### config.mk
export PLATFORM = sky130hd
export DESIGN_NAME = led_mode_sched
export DESIGN_NICKNAME = d
export VERILOG_FILES = /design/src/rtl/led_ctrl_pkg.sv /design/src/rtl/led_step_timer.sv /design/src/rtl/led_mode_sched.sv
export SDC_FILE = /design/constraint.sdc
export NUM_CORES = 1
export LEC_CHECK = 0
export CAP_MARGIN = 5
export CORE_MARGIN = 10
export CORE_UTILIZATION = 30
export CTS_BUF_LIST = sky130_fd_sc_hd__clkbuf_4
export DETAILED_ROUTE_END_ITERATION = 8
export HOLD_SLACK_MARGIN = 0.1
export SLEW_MARGIN = 25
export SYNTH_ARGS = -nofsm -noshare
export SYNTH_HDL_FRONTEND = slang
export SYNTH_SLANG_ARGS = --single-unit
### constraint.sdc
create_clock -name clk -period 3.6 [get_ports clk]
set_input_delay 0.9 -clock clk [delete_from_list [all_inputs] [get_ports clk]]
set_output_delay 0.9 -clock clk [all_outputs]
set_load 0.01 [all_outputs]
### src/rtl/led_ctrl_pkg.sv
// rtl/led_ctrl_pkg.sv - shared encodings and helpers for the LED mode scheduler
// Contents: mode encoding, speed limit, initial FLOW/BLINK patterns, mode-advance order.
package led_ctrl_pkg;

    typedef enum logic [1:0] {
        MODE_OFF    = 2'd0,
        MODE_MANUAL = 2'd1,
        MODE_FLOW   = 2'd2,
        MODE_BLINK  = 2'd3
    } mode_e;

    localparam logic [1:0] SPEED_MAX  = 2'd3;
    localparam logic [3:0] FLOW_INIT  = 4'b0001;
    localparam logic [3:0] BLINK_INIT = 4'b1111;

    // Advance order: MANUAL -> FLOW -> BLINK -> OFF -> MANUAL
    function automatic mode_e next_mode(input mode_e m);
        case (m)
            MODE_MANUAL: return MODE_FLOW;
            MODE_FLOW:   return MODE_BLINK;
            MODE_BLINK:  return MODE_OFF;
            default:     return MODE_MANUAL;
        endcase
    endfunction

endpackage

### src/rtl/led_step_timer.sv
// rtl/led_step_timer.sv - programmable step timer, period TICK_BASE >> speed
// Ports:
//   clk, rstn  clock, asynchronous active-low reset
//   run        count enable; when low the count holds
//   clr        synchronous clear, wins over run
//   speed      0 slowest .. 3 fastest
//   step       one-cycle pulse while the count sits at its last value and run is high
module led_step_timer
    import led_ctrl_pkg::*;
#(
    parameter int TICK_BASE = 50_000_000,
    parameter int CNT_W     = 26
) (
    input  logic       clk,
    input  logic       rstn,
    input  logic       run,
    input  logic       clr,
    input  logic [1:0] speed,
    output logic       step
);

    localparam logic [CNT_W-1:0] BASE = CNT_W'(TICK_BASE);

    logic [CNT_W-1:0] cnt_q;
    logic [CNT_W-1:0] last;

    assign last = (BASE >> speed) - CNT_W'(1);
    assign step = run && (cnt_q == last);

    always_ff @(posedge clk or negedge rstn) begin
        if (!rstn) begin
            cnt_q <= '0;
        end else if (clr) begin
            cnt_q <= '0;
        end else if (run) begin
            cnt_q <= step ? '0 : cnt_q + CNT_W'(1);
        end
    end

endmodule

### src/rtl/led_mode_sched.sv
// rtl/led_mode_sched.sv - LED mode/pattern scheduler driven by debounced key pulses
// Ports:
//   clk, rstn  clock, asynchronous active-low reset
//   key_pulse  [0] speed up / toggle bit0, [1] speed down / toggle bit1,
//              [2] pause / toggle bit2, [3] mode advance (overrides the rest)
//   led        registered LED drive, 1 = on
//   mode       0 OFF, 1 MANUAL, 2 FLOW, 3 BLINK
//   speed      0 slowest .. 3 fastest
//   paused     FLOW/BLINK stepping frozen
module led_mode_sched
    import led_ctrl_pkg::*;
#(
    parameter int TICK_BASE = 50_000_000,
    parameter int CNT_W     = 26
) (
    input  logic       clk,
    input  logic       rstn,
    input  logic [3:0] key_pulse,
    output logic [3:0] led,
    output logic [1:0] mode,
    output logic [1:0] speed,
    output logic       paused
);

    mode_e      mode_q, mode_nxt;
    logic [1:0] speed_nxt;
    logic       paused_nxt;
    logic [2:0] manual_q, manual_nxt;
    logic [3:0] pattern_q, pattern_nxt;
    logic [3:0] led_nxt;
    logic       stepping;
    logic       tmr_run;
    logic       tmr_clr;
    logic       step;

    assign mode     = mode_q;
    assign stepping = (mode_q == MODE_FLOW) || (mode_q == MODE_BLINK);
    assign tmr_run  = stepping && !paused;

    led_step_timer #(
        .TICK_BASE (TICK_BASE),
        .CNT_W     (CNT_W)
    ) u_timer (
        .clk   (clk),
        .rstn  (rstn),
        .run   (tmr_run),
        .clr   (tmr_clr),
        .speed (speed),
        .step  (step)
    );

    always_ff @(posedge clk or negedge rstn) begin
        if (!rstn) begin
            mode_q    <= MODE_MANUAL;
            speed     <= 2'd0;
            paused    <= 1'b0;
            manual_q  <= 3'b000;
            pattern_q <= 4'b0000;
            led       <= 4'b0000;
        end else begin
            mode_q    <= mode_nxt;
            speed     <= speed_nxt;
            paused    <= paused_nxt;
            manual_q  <= manual_nxt;
            pattern_q <= pattern_nxt;
            led       <= led_nxt;
        end
    end

    always_comb begin
        mode_nxt    = mode_q;
        speed_nxt   = speed;
        paused_nxt  = paused;
        manual_nxt  = manual_q;
        pattern_nxt = pattern_q;
        tmr_clr     = 1'b0;
        led_nxt     = 4'b0000;

        if (key_pulse[3]) begin
            // Mode change restarts the timer and reloads the pattern; a
            // coincident step is dropped because the pattern is overwritten.
            mode_nxt   = next_mode(mode_q);
            paused_nxt = 1'b0;
            tmr_clr    = 1'b1;
            case (mode_nxt)
                MODE_FLOW:  pattern_nxt = FLOW_INIT;
                MODE_BLINK: pattern_nxt = BLINK_INIT;
                default:    pattern_nxt = 4'b0000;
            endcase
        end else begin
            case (mode_q)
                MODE_MANUAL: begin
                    manual_nxt = manual_q ^ key_pulse[2:0];
                    tmr_clr    = 1'b1;
                end
                MODE_FLOW, MODE_BLINK: begin
                    // Saturated presses are no-ops and must not restart the count.
                    if (key_pulse[0] && !key_pulse[1] && speed != SPEED_MAX) begin
                        speed_nxt = speed + 2'd1;
                        tmr_clr   = 1'b1;
                    end else if (key_pulse[1] && !key_pulse[0] && speed != 2'd0) begin
                        speed_nxt = speed - 2'd1;
                        tmr_clr   = 1'b1;
                    end
                    if (key_pulse[2]) begin
                        paused_nxt = !paused;
                    end
                    if (step) begin
                        pattern_nxt = (mode_q == MODE_FLOW) ? {pattern_q[2:0], pattern_q[3]}
                                                            : ~pattern_q;
                    end
                end
                default: begin
                    tmr_clr = 1'b1;
                end
            endcase
        end

        // LED register follows the next state so key effects appear one edge later.
        case (mode_nxt)
            MODE_MANUAL:           led_nxt = {1'b0, manual_nxt};
            MODE_FLOW, MODE_BLINK: led_nxt = pattern_nxt;
            default:               led_nxt = 4'b0000;
        endcase
    end

endmodule
==> flow_summary.ini, run 1 <==
[status]
status = completed

[drt]
route.met3.wl_um = 268
dr_wl_met2_um = 2511
drtIter0Drc = 109
highest_layer = met4
drt-pass1-iter-count = 4
met1_length_um = 2639
num_vias = 1946
drc = 0
viasPerCell = 5.055
wl_um = 5470
wl_per_cell_um = 14.21
ant_nets = 0

[timing]
fmax_ghz = 0.3354
relSlewSlack_pct = 31.60
worstMarginPinSlew_ns = 1.020
layout_min_cycle_time_ns = 2.981
slew_violations = 0
finClkSkew_ns = 0.02085
final-hold-violation-count = 0
rsz0062_at_grt = false
setup_viol = 0
setup_tns_ns = 0
period_share_pct = 82.81

[final_layout]
multiInputGateArea_um2 = 1279
nNetsFinal = 294
most-common-layout-cells = dfrtp_1, nor2_1, nand2_1, nand3_1, xor2_1
fill_cells = 800
fin_cells = 385
seqCellArea_um2 = 1052
antenna_cells = 0
area_growth_pct = 13.02
drive_gt1_share_pct = 7.420
mostFrequentLayoutCell = dfrtp_1

[critical_path]
crit_chain = clkdlybuf4s50_1 > nor2b_1 > a221oi_2 > a211oi_1 > nand4_1 > xor2_1 > nor2_1
arrival_ns = 3.28
end_kind = flop
required_ns = 3.89
slowest_delay_ns = 0.89
crit_slowest_cell = a211oi_1
cp.buffers_inverters = 1
cp-start-kind = input pin
critPathMaxFanout = 9
worstSetupPathType = in -> reg
crit_family = compound AO/OA/AOI/OAI gates

[synth]
yosys.area.top_type_share_pct = 42.36
ys_types = 47
yosys-top-cells-area = dfrtp_1, xor2_1, nor2_1
synth_top_area_cell = dfrtp_1
synth-edff-count = 0
netlist_area_um2 = 2422
synth-seq-area-share_pct = 43.44
yosysWarnings = 0
async_reset_ff_share_pct = 100.0
synth_ff_type = dfrtp_1
syn_inst = 265
yosys_register_bits = 42
syn_area_per_cell_um2 = 9.141
syn_nets = 277

[global_route]
grt_pass1_wl_um = 9466
track_usage_pct = 9.672
grt_max_degree = 43
antenna_found_initial = 0
first_global_vias = 1913
grt-ovfl-total = 0

[floorplanning]
core_um2 = 7807
die-area_um2 = 12070
die_w_um = 109.9
die_h_um = 109.9
start_util_pct = 31.03
rows = 32
pin_count = 15

[placed_design]
dp.cells = 377
dp_hpwl_um = 4007
routabilityCongestion = 0.8226
numPortBuffers = 14

[power_and_ir_drop]
p_per_area_nw_per_um2 = 541.2
leakagePower_nw = 1.095
irDropWorstVdd_v = 0.0003097

[job]
drv_cap = 0

[cts]
cts.path.max_buffers = 2
path_clk_slew_ns = 0.13
clock-root-buffer = clkbuf_4
cts_buffers = 5
cts_resized = 0
htreeDepth = 2
worstSkewPairLatency_ns = 0.35
cts_setup_buffers = 0
cts.sinks = 42
cts_tree = done
ctsHoldBuffers = 0

[worst_hold_path]
hold_class = reg -> reg
-- metal layers --
metal	vias to the layer above	GRT usage, %
li1	955	-
met1	936	12.48
met2	50	15.79
met3	5	2.516
met4	0	2.230
met5	-	0
-- state kept, by name, indices dropped and copies added, names as in the netlist --
name and cells:
u_timer.cnt_q 26, led 4, pattern_q 4, manual_q 3, mode 2, speed 2, paused 1
-- kinds of logic after synthesis --
family          after synthesis  synth area share (%)
xor+xnor                     31                 11.21
fa+ha+maj                     6                 3.099
mux                           3                 1.240
simple gates                115                 23.55
buf+inv                      20                 3.770
flops                        42                 43.44
compound gates               48                 13.69
-- cell usage after synthesis (2+ instances only) --
library cell,instances
o31ai_1,4
a21oi_1,5
nand3b_1,3
or3_1,2
nand3_1,20
xnor2_1,11
xor2_1,20
clkbuf_1,6
nand4_1,8
and3_1,2
o21ai_0,17
nand2_1,25
mux2i_1,3
ha_1,6
o21bai_1,3
a211oi_1,2
and4_1,2
nand2b_1,5
inv_1,10
nor2b_1,7
a21o_1,2
nor4_1,2
o211ai_1,2
a222oi_1,2
buf_6,2
nor2_1,33
dfrtp_1,41
-- final timing paths --
kind	slack (ns)	depth (start not counted)	from	to
max reg2reg	0.73	9	mode[0]	u_timer.cnt_q[25]
min reg2reg	0.48	1	manual_q[2]	manual_q[2]
min	0.48	1	manual_q[2]	manual_q[2]
min in group asynchronous	0.52	1	rstn	u_timer.cnt_q[9]
max in group asynchronous	2.71	1	rstn	pattern_q[2]
max	0.62	7	key_pulse[0]	u_timer.cnt_q[25]
-- metrics by stage --
| step | total power, mW | hold WS [ns] | worst slack (ns) | instance area, µm² | utilization, % |
|---|---|---|---|---|---|
| after floorplan | 1.017 | 0.4434 | 1.228 | 2422 | - |
| after global placement | 1.240 | 0.4628 | 0.3286 | 2676 | 34.28 |
| after detailed placement | 1.251 | 0.4647 | 0.2428 | 2676 | 34.28 |
| after CTS | 1.501 | 0.4866 | 0.6196 | 2735 | 35.03 |
| after global routing | 1.598 | 0.5079 | 0.4693 | 2738 | 35.06 |
| final | 1.482 | 0.4812 | 0.6188 | 2738 | 35.06 |
-- power breakdown --
part | leakage, nW | switching (mW) | internal, mW
sequential | 0.558 | 0.0841 | 0.556
clock | 0.0356 | 0.160 | 0.0845
combinational | 0.501 | 0.345 | 0.251
-- area by class of cell --
class                      count  area share (%)
clock buffer                   6           1.645
clock inverter                 2          0.5027
inverter                      10           1.371
multi-input combinational    203           46.71
sequential                    42           38.44
tap                          102           4.662
timing repair buffer          20           6.673
(Power assumes the default switching activity.)
==> inputs of run 2 (changes only) <==
Clock period 3.6 ns to 2.95 ns, I/O delays scaled along.
==> flow_summary.ini, run 2 (synthesis gave the netlist of run 1 again) <==
[floorplanning]
rows = 32
core_um2 = 7807
die-area_um2 = 12070
die_h_um = 109.9
start_util_pct = 31.03
die_w_um = 109.9
pin_count = 15

[drt]
num_vias = 1988
drt-pass1-iter-count = 4
drtIter0Drc = 131
ant_nets = 0
wl_um = 5390
drc = 0
wl_per_cell_um = 13.72
viasPerCell = 5.059

[final_layout]
reg_top3 = u_timer.cnt_q (26), led (4), pattern_q (4)
antenna_cells = 0
regMostFlops = u_timer.cnt_q
fill_cells = 805
mostFrequentLayoutCell = dfrtp_1
area_growth_pct = 15.96
drive_gt1_share_pct = 10.31
seqCellArea_um2 = 1052
multiInputGateArea_um2 = 1284
largest_reg_flops = 26
nNetsFinal = 302
most-common-layout-cells = dfrtp_1, nor2_1, nand2_1, nand3_1, xor2_1

[cts]
cts_setup_buffers = 0
cts_tree = done
ctsHoldBuffers = 0
cts.path.max_buffers = 2
cts_resized = 0
path_clk_slew_ns = 0.13
htreeDepth = 2
worstSkewPairLatency_ns = 0.36
clock-root-buffer = clkbuf_4
cts_buffers = 5
cts.sinks = 42

[critical_path]
required_ns = 3.20
critPathMaxFanout = 9
worstSetupPathType = reg -> reg
reg2reg_from = speed[0]
timing.rr.end = led[1]
rrSetupSlack_ns = 0.31
reg2reg_depth = 9
cp-start-kind = flop
end_kind = flop
arrival_ns = 2.89

[global_route]
grt_pass1_wl_um = 9280
grt_max_degree = 21
antenna_found_initial = 0
track_usage_pct = 9.384
grt-ovfl-total = 0
first_global_vias = 1871

[timing]
period_share_pct = 89.53
fmax_ghz = 0.3786
final-hold-violation-count = 0
worstMarginPinSlew_ns = 0.5920
relSlewSlack_pct = 60.46
slew_violations = 0
layout_min_cycle_time_ns = 2.641
finClkSkew_ns = 0.01999
setup_viol = 0
setup_tns_ns = 0
rsz0062_at_grt = false

[status]
status = completed

[power_and_ir_drop]
leakagePower_nw = 1.141
p_per_area_nw_per_um2 = 642.0
total_power_mw = 1.803
irDropWorstVdd_v = 0.0005362

[placed_design]
routabilityCongestion = 0.8180
numPortBuffers = 14
dp_hpwl_um = 4109

[worst_hold_path]
hold_class = in -> async

[job]
drv_cap = 0
run 2: changes by cell type in the layout (fill, tap and decap cells not counted):
cell,change
buf_4,+6
a211oi_1,-1
a211oi_2,+1
buf_12,+1
buf_2,+1
clkinv_2,+1
clkinv_4,-1
run 2: critical path, stage by stage (launching register included):
cell     delay (ns)
dfrtp_1        0.55
nand2_1        0.21
ha_1           0.35
xor2_1         0.14
nand4_1        0.11
nor4_1         0.38
nand4_2        0.19
buf_4          0.22
mux2i_1        0.12
o21ai_0        0.26
run 2: stage by stage:
step / util [%] / std cells / setup slack, ns / cell area [µm²] / hold WS [ns]
finish: 35.98 / 393 / 0.3088 / 2809 / 0.1904
global route: 35.98 / 393 / 0.1285 / 2809 / 0.1887
CTS: 35.91 / 393 / 0.2426 / 2804 / 0.1937
detailed placement: 35.21 / 385 / -0.1431 / 2749 / 0.4634
global placement: 35.21 / 385 / -0.07370 / 2749 / 0.4687
floorplan: - / 265 / 0.6306 / 2422 / 0.4419
run 2: area by class of cell:
type                    count  share of cell area, %
well taps                 102                  4.543
flip-flops and latches     42                  37.46
inverters                  10                  1.336
multi-input cells         203                  45.70
repair buffers             28                  8.998
clock inverters             2                 0.3563
clock buffers               6                  1.604
run 2: worst max-delay path by stage:
stage | endpoint | depth (start not counted) | from
2_1_floorplan | u_timer.cnt_q[10] | 10 | speed[1]
3_3_place_gp | u_timer.cnt_q[25] | 7 | key_pulse[0]
3_5_place_dp | u_timer.cnt_q[25] | 7 | key_pulse[0]
4_1_cts | u_timer.cnt_q[25] | 7 | key_pulse[0]
5_1_grt | led[3] | 9 | speed[0]
6_report | led[1] | 9 | speed[0]
run 2: where the power goes:
| part | leakage [nW] | internal (mW) | switching [mW] | total (mW) |
|---|---|---|---|---|
| clock | 0.0354 | 0.100 | 0.183 | 0.283 |
| combinational | 0.547 | 0.328 | 0.423 | 0.752 |
| sequential | 0.558 | 0.679 | 0.0895 | 0.768 |
| total | 1.14 | 1.11 | 0.696 | 1.80 |
run 2: per-layer routing:
layer	share of wire (%)	track usage [%]
met3	4.9	2.516
met2	48	14.94
met4	0.91	2.230
met5	0	0
met1	46	12.34
==> inputs of run 3 (changes only) <==
Settings changed: CAP_MARGIN 5 to 20.
==> results of run 3 <==
Final layout, timing and power as in run 2 (identical DEF).
